`src/rtl/float16_pkg.sv`:
```
// Shared binary16 constants, the packed fp16 layout and a signed-infinity helper
// for the float16 MAC datapath.
package float16_pkg;

  localparam int          FP16_EXP_BIAS = 15;
  localparam int          FP16_EXP_W    = 5;
  localparam int          FP16_MAN_W    = 10;
  localparam logic [15:0] FP16_POS_INF  = 16'h7C00;

  typedef struct packed {
    logic                  sign;
    logic [FP16_EXP_W-1:0] exp;
    logic [FP16_MAN_W-1:0] man;
  } fp16_t;

  function automatic fp16_t fp16_inf(input logic sign);
    fp16_inf = fp16_t'(FP16_POS_INF | {sign, 15'd0});
  endfunction

endpackage

```
`src/rtl/sig_norm_round_if.sv`:
```
// Valid/ready bus between the significand add stage, sig_norm_round and the
// accumulator column.
interface sig_norm_round_if;
  logic               DVI;
  logic               RDY;
  logic               SIGN;
  logic signed [41:0] SUM_OF_SIGNIFICANDS;
  logic signed [7:0]  EXP_IN;
  logic               DVO;
  logic               RDI;
  logic [15:0]        RESULT;

  modport master (
    output DVI, SIGN, SUM_OF_SIGNIFICANDS, EXP_IN, RDI,
    input  RDY, DVO, RESULT
  );

  modport slave (
    input  DVI, SIGN, SUM_OF_SIGNIFICANDS, EXP_IN, RDI,
    output RDY, DVO, RESULT
  );
endinterface

```
`src/rtl/lzc42.sv`:
```
// Leading-one detector for the 41 used bits of the significand sum: highest set
// bit index and an all-zero flag.
module lzc42 (
  input  logic [40:0] vec_i,
  output logic [5:0]  pos_o,
  output logic        zero_o
);

  // Ascending scan so the highest set bit wins.
  always_comb begin
    pos_o = 6'd0;
    for (int i = 0; i < 41; i++) begin
      pos_o = vec_i[i] ? 6'(i) : pos_o;
    end
    zero_o = (vec_i == 41'd0);
  end

endmodule

```
`src/rtl/sig_norm_round.sv`:
```
// Three-stage normalise / round-to-nearest-even / pack to binary16 with valid/ready.
// SIG_NORM_SUBNORM_EN enables gradual underflow; otherwise E <= 0 flushes to signed zero.
module sig_norm_round
  import float16_pkg::*;
#(
  parameter int HIDDEN_POS = 30
) (
  input logic            CLK,
  input logic            RST,
  sig_norm_round_if.slave bus
);

  logic v1_q, v2_q, v3_q;
  logic ld1_s, ld2_s, ld3_s;

  // Stage k loads when empty or when the stage after it moves on.
  assign ld3_s   = !v3_q || bus.RDI;
  assign ld2_s   = !v2_q || ld3_s;
  assign ld1_s   = !v1_q || ld2_s;
  assign bus.RDY = ld1_s;

  logic [40:0] sum_in_s;
  logic        unused_sum_msb;
  logic [5:0]  p_s;
  logic        zero_s;

  assign sum_in_s       = bus.SUM_OF_SIGNIFICANDS[40:0];
  assign unused_sum_msb = bus.SUM_OF_SIGNIFICANDS[41];

  lzc42 u_lzc (.vec_i(sum_in_s), .pos_o(p_s), .zero_o(zero_s));

  logic [5:0]        p1_q;
  logic [40:0]       sum1_q;
  logic              sign1_q, zero1_q;
  logic signed [7:0] exp1_q;

  // Stage 2: unbiased position, left-align, extract mantissa/guard/sticky.
  logic signed [9:0] e_s;
  logic [40:0]       norm_s;
  logic [9:0]        e2_d, m2_d;
  logic              g2_d, s2_d, flush2_d;
`ifdef SIG_NORM_SUBNORM_EN
  logic signed [9:0] sh_s;
  logic [3:0]        sh_c_s;
  logic [23:0]       den_s;
`endif

  // Exponent and alignment for the value held in stage 1.
  always_comb begin
    e_s      = {{2{exp1_q[7]}}, exp1_q} + {4'd0, p1_q} - 10'(HIDDEN_POS);
    norm_s   = sum1_q << (6'd40 - p1_q);
    m2_d     = norm_s[39:30];
    g2_d     = norm_s[29];
    s2_d     = |norm_s[28:0];
    e2_d     = e_s;
    flush2_d = 1'b0;
`ifdef SIG_NORM_SUBNORM_EN
    // Denormalise {1, m, g}; shifts of 12 or more leave only sticky.
    sh_s   = 10'sd1 - e_s;
    sh_c_s = (sh_s > 10'sd12) ? 4'd12 : sh_s[3:0];
    den_s  = {1'b1, norm_s[39:29], 12'd0} >> sh_c_s;
    if (e_s <= 10'sd0) begin
      m2_d = den_s[22:13];
      g2_d = den_s[12];
      s2_d = s2_d | (|den_s[11:0]);
      e2_d = 10'd0;
    end else begin
      e2_d = e_s;
    end
`else
    if (e_s <= 10'sd0) begin
      flush2_d = 1'b1;
    end else begin
      flush2_d = 1'b0;
    end
`endif
  end

  logic [9:0] e2_q, m2_q;
  logic       g2_q, s2_q, sign2_q, zero2_q, flush2_q;

  // Stage 3: RNE; mantissa carry-out bumps the exponent field.
  logic        inc_s;
  logic [10:0] mr_s;
  logic [9:0]  ef_s;
  fp16_t       res_d;

  // Round, detect overflow and pack.
  always_comb begin
    inc_s = g2_q & (s2_q | m2_q[0]);
    mr_s  = {1'b0, m2_q} + {10'd0, inc_s};
    ef_s  = e2_q + {9'd0, mr_s[10]};
    res_d = fp16_t'(16'h0000);
    if (zero2_q) begin
      res_d = fp16_t'(16'h0000);
    end else if (flush2_q) begin
      res_d = fp16_t'({sign2_q, 15'd0});
    end else if (ef_s >= 10'd31) begin
      res_d = fp16_inf(sign2_q);
    end else begin
      res_d.sign = sign2_q;
      res_d.exp  = ef_s[4:0];
      res_d.man  = mr_s[9:0];
    end
  end

  fp16_t result_q;

  // Valid bits and all stage registers; data loads only with a valid load.
  always_ff @(posedge CLK) begin
    if (RST) begin
      v1_q     <= 1'b0;
      v2_q     <= 1'b0;
      v3_q     <= 1'b0;
      p1_q     <= 6'd0;
      sum1_q   <= 41'd0;
      sign1_q  <= 1'b0;
      zero1_q  <= 1'b0;
      exp1_q   <= 8'sd0;
      e2_q     <= 10'd0;
      m2_q     <= 10'd0;
      g2_q     <= 1'b0;
      s2_q     <= 1'b0;
      sign2_q  <= 1'b0;
      zero2_q  <= 1'b0;
      flush2_q <= 1'b0;
      result_q <= fp16_t'(16'h0000);
    end else begin
      if (ld1_s) v1_q <= bus.DVI;
      if (ld2_s) v2_q <= v1_q;
      if (ld3_s) v3_q <= v2_q;
      if (ld1_s && bus.DVI) begin
        p1_q    <= p_s;
        sum1_q  <= sum_in_s;
        sign1_q <= bus.SIGN;
        zero1_q <= zero_s;
        exp1_q  <= bus.EXP_IN;
      end
      if (ld2_s && v1_q) begin
        e2_q     <= e2_d;
        m2_q     <= m2_d;
        g2_q     <= g2_d;
        s2_q     <= s2_d;
        sign2_q  <= sign1_q;
        zero2_q  <= zero1_q;
        flush2_q <= flush2_d;
      end
      if (ld3_s && v2_q) begin
        result_q <= res_d;
      end
    end
  end

  assign bus.DVO    = v3_q;
  assign bus.RESULT = result_q;

endmodule

```
`src/flat_wrapper.sv`:
```
// flat-port wrapper written by rule: the top's interface ports become plain ports
module sig_norm_round_flat import float16_pkg::*;
#(
  parameter int HIDDEN_POS = 30
)
  (CLK, RST, bus_DVI, bus_SIGN, bus_SUM_OF_SIGNIFICANDS, bus_EXP_IN, bus_RDI, bus_RDY, bus_DVO, bus_RESULT);
  sig_norm_round_if bus_i ();
  input logic CLK;
  input logic RST;
  input wire logic [$bits(bus_i.DVI)-1:0] bus_DVI;
  input wire logic [$bits(bus_i.SIGN)-1:0] bus_SIGN;
  input wire logic [$bits(bus_i.SUM_OF_SIGNIFICANDS)-1:0] bus_SUM_OF_SIGNIFICANDS;
  input wire logic [$bits(bus_i.EXP_IN)-1:0] bus_EXP_IN;
  input wire logic [$bits(bus_i.RDI)-1:0] bus_RDI;
  output wire logic [$bits(bus_i.RDY)-1:0] bus_RDY;
  output wire logic [$bits(bus_i.DVO)-1:0] bus_DVO;
  output wire logic [$bits(bus_i.RESULT)-1:0] bus_RESULT;
  assign bus_i.DVI = bus_DVI;
  assign bus_i.SIGN = bus_SIGN;
  assign bus_i.SUM_OF_SIGNIFICANDS = bus_SUM_OF_SIGNIFICANDS;
  assign bus_i.EXP_IN = bus_EXP_IN;
  assign bus_i.RDI = bus_RDI;
  assign bus_RDY = bus_i.RDY;
  assign bus_DVO = bus_i.DVO;
  assign bus_RESULT = bus_i.RESULT;
  sig_norm_round #(.HIDDEN_POS(HIDDEN_POS)) u_core (.CLK(CLK), .RST(RST), .bus(bus_i));
endmodule
```
`config.mk`:
```
export PLATFORM = sky130hd
export DESIGN_NAME = sig_norm_round_flat
export DESIGN_NICKNAME = d
export VERILOG_FILES = /design/src/rtl/float16_pkg.sv /design/src/rtl/sig_norm_round_if.sv /design/src/rtl/lzc42.sv /design/src/rtl/sig_norm_round.sv /design/src/flat_wrapper.sv
export SDC_FILE = /design/constraint.sdc
export NUM_CORES = 1
export LEC_CHECK = 0
export BUFFER_PORTS_ARGS = -buffer_cell sky130_fd_sc_hd__buf_2
export CAP_MARGIN = 20
export CORE_MARGIN = 4
export CORE_UTILIZATION = 40
export CTS_BUF_LIST = sky130_fd_sc_hd__clkbuf_16
export DETAILED_ROUTE_END_ITERATION = 8
export PLACE_DENSITY = 0.67
export SETUP_SLACK_MARGIN = 0.2
export SYNTH_ARGS = -nofsm -noshare
export SYNTH_HDL_FRONTEND = slang
export SYNTH_SLANG_ARGS = --single-unit
```
`constraint.sdc`:
```
create_clock -name CLK -period 5.7 [get_ports CLK]
set_input_delay 0.855 -clock CLK [delete_from_list [all_inputs] [get_ports CLK]]
set_output_delay 0.855 -clock CLK [all_outputs]
set_load 0.01 [all_outputs]
```
==> key figures, run 1 <==
Run status
  • Outcome: finished, final reports clean

Routing
  • Initial DRC count: 369
  • DR vias/cell: 5.47
  • 1st-pass router iterations: 4
  • Routed Antenna Nets: 0
  • Drc violations: 0
  • Wire per inst: 14.6 um
  • WL final: 16000 um
  • DR vias: 5970

Global route
  • All-Layer GR Usage: 17.5%
  • Initial antenna violation count: 0
  • Pin count of the biggest net entering global routing: 103
  • Grt ovf: 0
  • Vias in the first global route: 5290
  • First-pass GRT wire length: 26400 um

Power and ir drop
  • Pwr per Cell Area: 251 mW/mm2
  • Combinational power share: 25.4%
  • Worst vdd ir: 158 uV
  • Internal power: 1.24 mW
  • Sequential Power Share: 41.9%
  • Lkg Pwr: 2.91 nW
  • Net Switching: 0.598 mW
  • Net Sw Frac: 32.6%
  • Clock Power Share: 32.7%

Setup path
  • Largest stage delay on the critical path: 0.59 ns
  • Critical path buffers and inverters: 0
  • Worst path required time: 5.98 ns
  • Family with the most delay on the worst path: simple AND/OR/NAND/NOR gates
  • Crit path DAT: 3.91 ns
  • CP max-delay cell: nor2b_1
  • Most common cell on crit path: ha_1
  • Worst Setup End Kind: flop
  • CP cell instances: o21a_1 > ha_1 > ha_1 > nand3_1 > nor2_1 > and3_1 > and3_1 > ha_1 > ha_1 > xor2_1 > nand4_1 > nor2_1 > nor4_1 > o22ai_1 > nor2b_1 > a22oi_1 > nor2_1
  • Critical-path maximum fanout: 10
  • Critical path type: flop to flop
  • Startpoint types: flop

STA
  • Unrepaired setup endpoints after global routing: false
  • Max Clk Rate: 0.276 GHz
  • Final Hold Fails: 0
  • Fin crit period: 3.63 ns
  • Worst slew pin tran: 1.04 ns
  • Final Slew Violations: 0
  • Setup Viol. Count Final: 0
  • Fin crit share: 63.6%
  • Post-route setup TNS: 0 ns
  • Worst Skew: 0.0120 ns
  • Rel. slew slack: 30.6%
  • Hold_ws: 0.449 ns

Clock network
  • CTS resizes: 0
  • Clk pin slew, worst setup/hold paths: 0.07 ns
  • Post-CTS Hold Buffers: 0
  • # H-tree levels: 3
  • Worst-Skew Late Latency: 0.36 ns
  • Root Buffer: clkbuf_16
  • Clock buffer depth: 2
  • Number of setup buffers added after CTS: 0
  • Clock tree sinks: 100
  • CTS tree: done
  • Number of CTS-inserted buffers: 9

Synthesis
  • Post-synthesis async set-or-reset flop share: 0%
  • Main flop type after synthesis: dfxtp_1
  • #FFs+latches synth: 100
  • Post-synth EDFFs: 0
  • Yosys warning count: 0
  • Syn Inst Count: 828
  • Post-Syn Nets: 896
  • Avg Cell Area, Syn: 7.84 um2
  • Largest family of logic cells by synthesized area: simple AND/OR/NAND/NOR gates
  • Netlist cell types: 59
  • Post-synthesis xor/xnor area fraction: 3.93%
  • Simple-gate portion of the synthesized area: 22.8%
  • Synth Area in Adders: 2.62%
  • Sequential area share after synthesis: 30.9%
  • Synth Area in Compound Gates: 18.4%
  • Multiplexer share of the synthesized area: 17.1%
  • Post-Syn Area: 0.00649 mm2

Finish
  • Layout fillers: 1632
  • Commonest non-fill, non-tap cell in the layout: nand2_1
  • Commonest non-fill, non-tap cells in the layout: 169 x nand2_1, 99 x dfxtp_1, 98 x a21oi_1
  • FF/Latch Area: 0.00200 mm2
  • Multi-input gate area: 0.00424 mm2
  • Area Growth Syn to Fin: 12.5%
  • Layout cells sized above 1: 15.1%
  • Ant. Diodes: 0
  • # nets final: 939

Placement
  • I/O Buffers: 71
  • Placer Congestion: 0.901
  • DP Wirelength: 11600 um

Floorplanning
  • Die Height: 135 um
  • DIE AREA: 0.0183 mm2
  • Initial cell density of the core: 40.8%
  • Die W: 135 um
  • Core ar.: 0.0159 mm2
  • # rows: 46
  • Io pins: 73

Flow run
  • Max-Cap Viols: 0

Min path
  • Worst hold path type: flop to flop
area by class of cell:
class	instances	area share, %
Clock inverter	7	0.926
Tap cell	216	3.70
Timing Repair Buffer	81	5.93
Sequential cell	100	27.4
Inverter	16	0.823
Clock buffer	9	3.09
Multi-Input combinational cell	663	58.1
cell usage after synthesis, types with 2 or more instances:
cell type | number | share of area [%]
buf_4 | 3 | 0.35
o211ai_1 | 9 | 1.0
buf_6 | 2 | 0.35
nor3b_1 | 2 | 0.23
nor2_1 | 80 | 4.6
nand2_1 | 169 | 9.8
mux2i_1 | 51 | 7.9
a31oi_1 | 8 | 0.77
nand2b_1 | 2 | 0.19
o31ai_1 | 3 | 0.35
inv_1 | 15 | 0.87
o22ai_1 | 6 | 0.58
a21oi_1 | 98 | 7.6
o21bai_1 | 4 | 0.46
xor2_1 | 14 | 1.9
o21ai_0 | 30 | 2.3
buf_2 | 7 | 0.54
dfxtp_1 | 100 | 31
clkbuf_1 | 34 | 2.0
or4_1 | 3 | 0.35
buf_1 | 3 | 0.17
nor2b_1 | 4 | 0.39
nand4_1 | 4 | 0.39
a22oi_1 | 15 | 1.7
xnor2_1 | 12 | 1.6
nor4_1 | 15 | 1.4
mux2_2 | 6 | 1.0
mux4_2 | 19 | 6.6
and2_1 | 3 | 0.29
mux4_1 | 4 | 1.6
and3_1 | 7 | 0.67
ha_1 | 12 | 2.3
a31o_2 | 2 | 0.27
nand3_1 | 24 | 1.9
or3_1 | 2 | 0.19
o21a_1 | 2 | 0.23
a211oi_1 | 11 | 1.3
nor3_1 | 22 | 1.7
power by group through the flow:
stage	logic, mW	registers (mW)	clock network (mW)
floorplan	0.354	0.776	0
global route	0.519	0.776	0.642
CTS	0.462	0.770	0.616
finish	0.465	0.770	0.600
global placement	0.457	0.785	0
detailed placement	0.459	0.786	0
per-stage QoR:
stage                     std cells  total power [mW]  util, %  worst slack (ns)  cell area, um2
after detailed placement       1075              1.25     44.1              2.08            7000
after global placement         1075              1.24     44.1              2.15            7000
after global routing           1092              1.94     45.9              1.65            7300
final                          1092              1.83     45.9              2.07            7300
after CTS                      1091              1.85     45.9              2.06            7290
after floorplan                 828              1.13        -              2.37            6490
worst min-delay path: cells and delay by family, from the launching register on:
kind / cells / cell delay, ns
flip-flops: 1 / 0.31
AO/OA/AOI/OAI: 1 / 0.05
AND/OR/NAND/NOR: 1 / 0.05
worst paths after layout:
path                                            start                    end  slack (ns)  cells past startpoint
worst max-delay path                   u_core.m2_q[0]   u_core.bus.RESULT[3]        2.07                     17
worst max register to register         u_core.m2_q[0]   u_core.bus.RESULT[3]        2.07                     17
worst min-delay path            u_core.bus.RESULT[13]  u_core.bus.RESULT[13]        0.45                      2
worst min register to register  u_core.bus.RESULT[13]  u_core.bus.RESULT[13]        0.45                      2
state kept, by name, indices dropped and copies added, names as in the netlist, 6 cells and up:
name               count
u_core.bus.RESULT     16
u_core.p1_q            6
u_core.e2_q           10
u_core.exp1_q          8
u_core.m2_q           10
u_core.sum1_q         40
routing by layer:
layer	wire [um]	GRT usage, %
met5	0	0
met4	129	4.03
met3	695	2.82
met2	7240	27.4
met1	7890	25.4
cell families (layout without fill, tap and decap cells):
| logic type | Yosys count | after routing |
|---|---|---|
| buf+inv | 65 | 113 |
| compound gates | 201 | 201 |
| fa+ha+maj | 13 | 13 |
| xor+xnor | 27 | 27 |
| flops | 100 | 100 |
| simple gates | 342 | 342 |
| mux | 80 | 80 |
Power figures use the tool's default switching activity.
==> run 2, diff against run 1 <==
--- a/config.mk
+++ b/config.mk
@@ -5,6 +5,7 @@
 export SDC_FILE = /design/constraint.sdc
 export NUM_CORES = 1
 export LEC_CHECK = 0
+export ABC_AREA = 1
 export BUFFER_PORTS_ARGS = -buffer_cell sky130_fd_sc_hd__buf_2
 export CAP_MARGIN = 20
 export CORE_MARGIN = 4
==> constraint.sdc (replaced) <==
create_clock -name CLK -period 3.35 [get_ports CLK]
set_input_delay 0.5025 -clock CLK [delete_from_list [all_inputs] [get_ports CLK]]
set_output_delay 0.5025 -clock CLK [all_outputs]
set_load 0.01 [all_outputs]
==> key figures, run 2 <==
STA
  • Final Slew Violations: 0 (unchanged)
  • Rel. slew slack: 47.1% (+17 points)
  • Max Clk Rate: 0.317 GHz (+15%)
  • Unrepaired setup endpoints after global routing: true
  • Fin crit share: 94.1% (+31 points)
  • Worst slew pin tran: 0.787 ns (-0.254 ns)
  • Worst Skew: 0.00881 ns (-0.00323 ns)
  • Setup Viol. Count Final: 0 (unchanged)
  • Final Hold Fails: 0 (unchanged)
  • Hold_ws: 0.389 ns (-0.0600 ns)
  • Post-route setup TNS: 0 ns (unchanged)
  • Fin crit period: 3.15 ns (-0.473 ns)

Global route
  • Grt ovf: 0 (unchanged)
  • First-pass GRT wire length: 27100 um (+2.7%)
  • All-Layer GR Usage: 18.0% (+0.57 points)
  • Initial antenna violation count: 0 (unchanged)
  • Pin count of the biggest net entering global routing: 59 (-43%)
  • Vias in the first global route: 5666 (+7.1%)

Routing
  • DR vias: 6558 (+9.8%)
  • Wire per inst: 13.2 um (-9.7%)
  • 1st-pass router iterations: 5 (+1)
  • WL final: 17000 um (+6.2%)
  • DR vias/cell: 5.10 (-6.6%)
  • Initial DRC count: 377 (+2.2%)
  • Drc violations: 0 (unchanged)
  • Routed Antenna Nets: 0 (unchanged)

Finish
  • Max reg flops: 40 (unchanged)
  • Layout Cells excl Fill: 1285 (+18%)
  • Top reg by flops: u_core.sum1_q
  • Commonest non-fill, non-tap cell in the layout: nand2_1
  • Area Growth Syn to Fin: 17.3%
  • # nets final: 1132 (+21%)
  • Final design area excluding fillers: 0.00764 mm2 (+4.7%)
  • Ant. Diodes: 0 (unchanged)
  • Commonest non-fill, non-tap cells in the layout: 221 x nand2_1, 103 x a21oi_1, 96 x dfxtp_1
  • Layout cells sized above 1: 16.4% (+1.3 points)

Floorplanning
  • Die Height: 136 um (+0.21%)
  • # rows: 46 (unchanged)
  • Initial cell density of the core: 40.9% (about the same)
  • DIE AREA: 0.0184 mm2 (+0.42%)
  • Die W: 136 um (+0.21%)
  • Io pins: 73 (unchanged)
  • Core ar.: 0.0159 mm2 (+0.36%)

Setup path
  • Startpoint types: flop
  • Worst path required time: 3.65 ns (-2.33 ns)
  • Reg-to-reg startpoint: u_core.s2_q
  • Most common cell on crit path: nand2_2
  • Critical-path maximum fanout: 3 (-7)
  • CP max-delay cell: dfxtp_2
  • CP cell instances: o21a_1 > ha_2 > ha_4 > nand2_4 > nor2_4 > nand3_2 > nor2_4 > nand2_2 > nor2_2 > ha_2 > ha_4 > nand2_2 > nor2_2 > inv_2 > nand2_2 > inv_2 > nor4_4 > o22ai_2 > nand2_2 > buf_6 > inv_4 > o21ai_2 > nand2_1 > a21oi_1
  • CP startpoint: u_core.s2_q
  • Crit path DAT: 3.45 ns (-0.46 ns)
  • Worst Setup End Kind: flop
  • Largest stage delay on the critical path: 0.33 ns (-0.26 ns)
  • Critical path type: flop to flop

Clock network
  • Worst-Skew Late Latency: 0.36 ns (about the same)
  • Number of CTS-inserted buffers: 9 (unchanged)
  • Clk pin slew, worst setup/hold paths: 0.07 ns (about the same)
  • Root Buffer: clkbuf_16
  • CTS tree: done
  • Post-CTS Hold Buffers: 0 (unchanged)
  • Clock tree sinks: 100 (unchanged)
  • Clock buffer depth: 2 (unchanged)
  • # H-tree levels: 3 (unchanged)

Power and ir drop
  • Worst vdd ir: 274 uV (+74%)
  • Power Total: 3.32 mW (+81%)
  • Pwr per Cell Area: 434 mW/mm2 (+73%)
  • Lkg Pwr: 3.41 nW (+17%)

Run status
  • Outcome: finished, final reports clean

Synthesis
  • #FFs+latches synth: 100 (unchanged)
  • Post-Syn Area: 0.00652 mm2 (+0.44%)
  • Post-Syn Nets: 1077 (+20%)
  • Avg Cell Area, Syn: 6.46 um2 (-18%)
  • Sequential area share after synthesis: 30.7% (-0.14 points)
  • Count leader, synth: nand2_1
  • Yosys warning count: 0 (unchanged)
  • Synth top area cells: dfxtp_1 31%, nand2_1 13%, a21oi_1 8.1%
  • Post-synth EDFFs: 0 (unchanged)
  • Post-synthesis async set-or-reset flop share: 0% (unchanged)
  • Synth top cells by count: 230 x nand2_1, 106 x a21oi_1, 100 x dfxtp_1, 99 x nor2_1, 96 x o21ai_0
  • Main flop type after synthesis: dfxtp_1
  • Syn Inst Count: 1009 (+22%)
  • Netlist cell types: 43 (-27%)
  • Area share of the largest cell type after synthesis: 30.7% (-0.14 points)
  • Area leader, netlist: dfxtp_1

Placement
  • Placed Area: 0.00708 mm2 (+1.1%)
  • DP Cell Count: 1260 (+17%)
  • I/O Buffers: 71 (unchanged)
  • DP Wirelength: 12500 um (+7.4%)
  • Placer Congestion: 0.952 (+5.7%)

Flow run
  • Max-Cap Viols: 0 (unchanged)

Min path
  • Hold_sp: bus_EXP_IN[3]
  • Worst hold path type: input port to flop
[run 2: changes by cell type in the layout (fill, tap and decap cells not counted), moves of 19 or more]
cell	before	now
mux4_2	19	0
inv_1	15	89
nand2_1	169	221
o21ai_0	30	93
nor3_1	22	3
o21ai_1	0	49
[run 2: power by group]
part | internal (mW) | total (mW) | switching, mW
Sequential | 1.26 | 1.32 | 0.0536
Combinational | 0.341 | 0.914 | 0.573
Clock | 0.592 | 1.09 | 0.498
[run 2: worst paths after layout]
path,end,slack [ns],cells after the start
min reg2reg,u_core.bus.RESULT[4],0.46,2
min,u_core.exp1_q[3],0.39,3
max reg2reg,u_core.bus.RESULT[14],0.20,24
max,u_core.bus.RESULT[14],0.20,24
[run 2: what timing repair did]
item | 4_1_cts | 5_1_grt
setup buffers | 3 | 4
resized for setup | 10 | 40
hold endpoints to repair | 0 | 0
cloned | 1 | 1
setup endpoints to repair | 10 | 16
pin swaps | 3 | 19
[run 2: area by class of cell]
| class | count | area, um2 |
|---|---|---|
| Clock buffer | 9 | 225 |
| Clock inverter | 7 | 86.3 |
| Fill cell | 1667 | 8300 |
| Inverter | 112 | 478 |
| Multi-Input combinational cell | 745 | 4020 |
| Sequential cell | 100 | 2010 |
| Tap cell | 216 | 270 |
| Timing Repair Buffer | 96 | 554 |
[run 2: kinds of logic (layout without fill, tap and decap cells)]
| family | after synthesis | after routing | synth area share (%) |
|---|---|---|---|
| buffers and inverters | 165 | 224 | 10.5 |
| DFF | 100 | 100 | 30.7 |
| xor gates and xnor gates | 17 | 18 | 2.52 |
| adders and majority gates | 13 | 13 | 2.61 |
| muxes | 42 | 42 | 6.45 |
| AOI/OAI and AO/OA | 282 | 282 | 22.8 |
| and+or+nand+nor | 390 | 390 | 24.4 |
[run 2: worst max-delay path: cells and delay by family (launching register included)]
family	cells	cell delay, ns
DFF	1	0.33
buffers and inverters	4	0.29
and+or+nand+nor	12	1.31
adders and majority gates	4	0.70
AOI/OAI and AO/OA	4	0.46
[run 2: per-stage QoR]
| stage | setup slack, ns | util (%) |
|---|---|---|
| after global placement | -0.0962 | 44.4 |
| after CTS | 0.225 | 46.8 |
| after floorplan | 0.320 | - |
| after global routing | 0.0284 | 47.9 |
| final | 0.196 | 47.9 |
| after detailed placement | -0.146 | 44.4 |
[run 2: layer usage]
layer  vias to the layer above  wire length (um)  global-route usage (%)
met1                      2936              8520                    26.1
met3                        17               828                    3.79
met5                         -                 0                       0
met2                       155              7360                    27.2
li1                       3450                 -                       -
met4                         0               240                    4.76
==> run 3, diff against run 2 <==
--- a/config.mk
+++ b/config.mk
@@ -5,14 +5,14 @@
 export SDC_FILE = /design/constraint.sdc
 export NUM_CORES = 1
 export LEC_CHECK = 0
-export ABC_AREA = 1
+export ABC_AREA = 0
 export BUFFER_PORTS_ARGS = -buffer_cell sky130_fd_sc_hd__buf_2
 export CAP_MARGIN = 20
 export CORE_MARGIN = 4
-export CORE_UTILIZATION = 40
+export CORE_UTILIZATION = 55
 export CTS_BUF_LIST = sky130_fd_sc_hd__clkbuf_16
 export DETAILED_ROUTE_END_ITERATION = 8
-export PLACE_DENSITY = 0.67
+export PLACE_DENSITY = 0.85
 export SETUP_SLACK_MARGIN = 0.2
 export SYNTH_ARGS = -nofsm -noshare
 export SYNTH_HDL_FRONTEND = slang
==> key figures, run 3 (synthesis gave the netlist of run 1 again) <==
Run status
  • Outcome: finished, final reports clean

Routing
  • Routed Antenna Nets: 0 (unchanged)
  • WL final: 16700 um (-1.5%)
  • Drc violations: 0 (unchanged)
  • 1st-pass router iterations: 5 (unchanged)
  • Wire per inst: 16.0 um (+21%)
  • Initial DRC count: 564 (+50%)
  • DR vias/cell: 6.05 (+19%)
  • DR vias: 6322 (-3.6%)

Global route
  • First-pass GRT wire length: 27300 um (+0.95%)
  • Met3 usage: 4.20% (+0.41 points)
  • Grt ovf: 0 (unchanged)
  • All-Layer GR Usage: 24.8% (+6.8 points)
  • GR Layer Usage met2: 41.0% (+14 points)
  • GR Util met1: 32.8% (+6.7 points)
  • Vias in the first global route: 5765 (+1.7%)
  • GRT Max-Usage Layer: met2
  • Pin count of the biggest net entering global routing: 46 (-22%)
  • Initial antenna violation count: 0 (unchanged)

Power and ir drop
  • Lkg Pwr: 3.05 nW (-11%)
  • Pwr per Cell Area: 436 mW/mm2 (+0.27%)
  • Worst vdd ir: 424 uV (+55%)

STA
  • Final Slew Violations: 0 (unchanged)
  • Setup slack after layout: 0.344 ns (+0.148 ns)
  • Max Clk Rate: 0.333 GHz (+4.9%)
  • Unrepaired setup endpoints after global routing: false
  • Worst Skew: 0.00852 ns (-0.000298 ns)
  • Rel. slew slack: 35.0% (-12 points)
  • Fin crit period: 3.01 ns (-0.148 ns)
  • Setup Viol. Count Final: 0 (unchanged)
  • Worst slew pin tran: 0.974 ns (+0.187 ns)
  • Final Hold Fails: 0 (unchanged)
  • Fin crit share: 89.7% (-4.4 points)

Floorplanning
  • Io pins: 73 (unchanged)
  • Die W: 117 um (-14%)
  • # rows: 39 (-15%)
  • Initial cell density of the core: 56.6% (+16 points)
  • Die Height: 117 um (-14%)
  • DIE AREA: 0.0136 mm2 (-26%)
  • Core ar.: 0.0115 mm2 (-28%)

Finish
  • Area Growth Syn to Fin: 16.5%
  • Final design area excluding fillers: 0.00756 mm2 (-1.1%)
  • Commonest non-fill, non-tap cells in the layout: 169 x nand2_1, 98 x a21oi_1, 98 x dfxtp_1
  • Fin util: 65.9% (+18 points)
  • # nets final: 965 (-15%)
  • Top reg by flops: u_core.sum1_q
  • Layout Cells excl Fill: 1045 (-19%)
  • Ant. Diodes: 0 (unchanged)
  • Max reg flops: 40 (unchanged)
  • Layout cells sized above 1: 19.2% (+2.8 points)
  • Commonest non-fill, non-tap cell in the layout: nand2_1

Setup path
  • Worst Setup End Kind: flop
  • Crit path DAT: 3.22 ns (-0.23 ns)
  • CP startpoint: u_core.m2_q[0]
  • Startpoint types: flop
  • Critical path type: flop to flop
  • Worst r2r dst: u_core.bus.RESULT[10]
  • Worst Reg2Reg Path Length in Cells: 17 (-29%)
  • Reg2Reg Setup Slack: 0.34 ns (+0.15 ns)
  • Reg-to-reg startpoint: u_core.m2_q[0]
  • Worst path required time: 3.57 ns (-0.08 ns)
  • Critical-path maximum fanout: 7 (+4)

Clock network
  • Clk pin slew, worst setup/hold paths: 0.07 ns (about the same)
  • Post-CTS Hold Buffers: 0 (unchanged)
  • Clock tree sinks: 100 (unchanged)
  • Number of CTS-inserted buffers: 9 (unchanged)
  • CTS tree: done
  • Clock buffer depth: 2 (unchanged)
  • Worst-Skew Late Latency: 0.36 ns (about the same)
  • Root Buffer: clkbuf_16
  • # H-tree levels: 3 (unchanged)

Placement
  • Placed Area: 0.00710 mm2 (+0.28%)
  • I/O Buffers: 71 (unchanged)
  • Place WS: -0.193 ns (-0.0468 ns)
  • DP Cell Count: 1025 (-19%)
  • DP Wirelength: 12200 um (-2.6%)
  • Placer Congestion: 0.932 (-2.1%)

Min path
  • Hold worst-path end: u_core.exp1_q[0]
  • Worst hold path type: input port to flop
  • Hold path cells: 3 (unchanged)
  • Hold_sp: bus_EXP_IN[0]

Flow run
  • Max-Cap Viols: 0 (unchanged)
[run 3: changes by cell type in the layout (fill, tap and decap cells not counted), moves of 19 or more]
cell and change:
inv_1 -73, mux4_2 +19, nand2_1 -52, nor3_1 +19, o21ai_0 -64, o21ai_1 -48
[run 3: power by group]
group	total, mW	internal (mW)	switching (mW)
sequential	1.31	1.25	0.0631
clock	1.11	0.652	0.456
combinational	0.872	0.382	0.490
[run 3: through the flow]
stage,hold WS (ns),total power [mW],TNS [ns]
final,0.385,3.29,0
after global routing,0.396,3.46,0
after CTS,0.376,3.29,0
after detailed placement,0.441,2.17,-1.78
after global placement,0.437,2.15,-0.934
after floorplan,0.432,1.92,0
[run 3: worst max path at each step]
stage	end	slack (ns)
6_report	u_core.bus.RESULT[10]	0.34
5_1_grt	u_core.bus.RESULT[6]	0.21
4_1_cts	u_core.bus.RESULT[5]	0.21
3_5_place_dp	u_core.bus.RESULT[2]	-0.19
3_3_place_gp	u_core.bus.RESULT[3]	-0.1
2_1_floorplan	u_core.s2_q	0.20
[run 3: final cells by class]
| cell class | count | area [um2] |
|---|---|---|
| multi-input combinational | 664 | 4360 |
| clock buffer | 9 | 225 |
| inverter | 16 | 61.3 |
| fill | 962 | 3910 |
| sequential | 100 | 2000 |
| timing repair buffer | 106 | 641 |
| tap | 143 | 179 |
| clock inverter | 7 | 90.1 |
[run 3: worst max-delay path, cell delays in order, from the launching register on]
cell and delay (ns):
dfxtp_2 0.33, o21a_1 0.19, ha_2 0.20, ha_4 0.17
nand3_2 0.08, nor2_2 0.04, and3_4 0.17, and3_4 0.18
ha_4 0.17, ha_4 0.17, xor2_2 0.14, nand4_1 0.13
nor2_1 0.07, nor4_2 0.18, o22ai_2 0.14, buf_6 0.15
o21ai_0 0.24, a21oi_1 0.12
[run 3: timing repair]
item / in CTS / in global routing
gates resized for setup: 10 / 12
endpoints found under the setup margin: 14 / 16
pin swaps: 2 / 4
cloned: 1 / 0
buffers inserted: 1 / 2
[run 3: metal layers]
layer | share of wire [%] | wire, um
met4 | 1.9 | 316
met3 | 5.7 | 955
met5 | 0 | 0
met2 | 47 | 7920
met1 | 45 | 7510
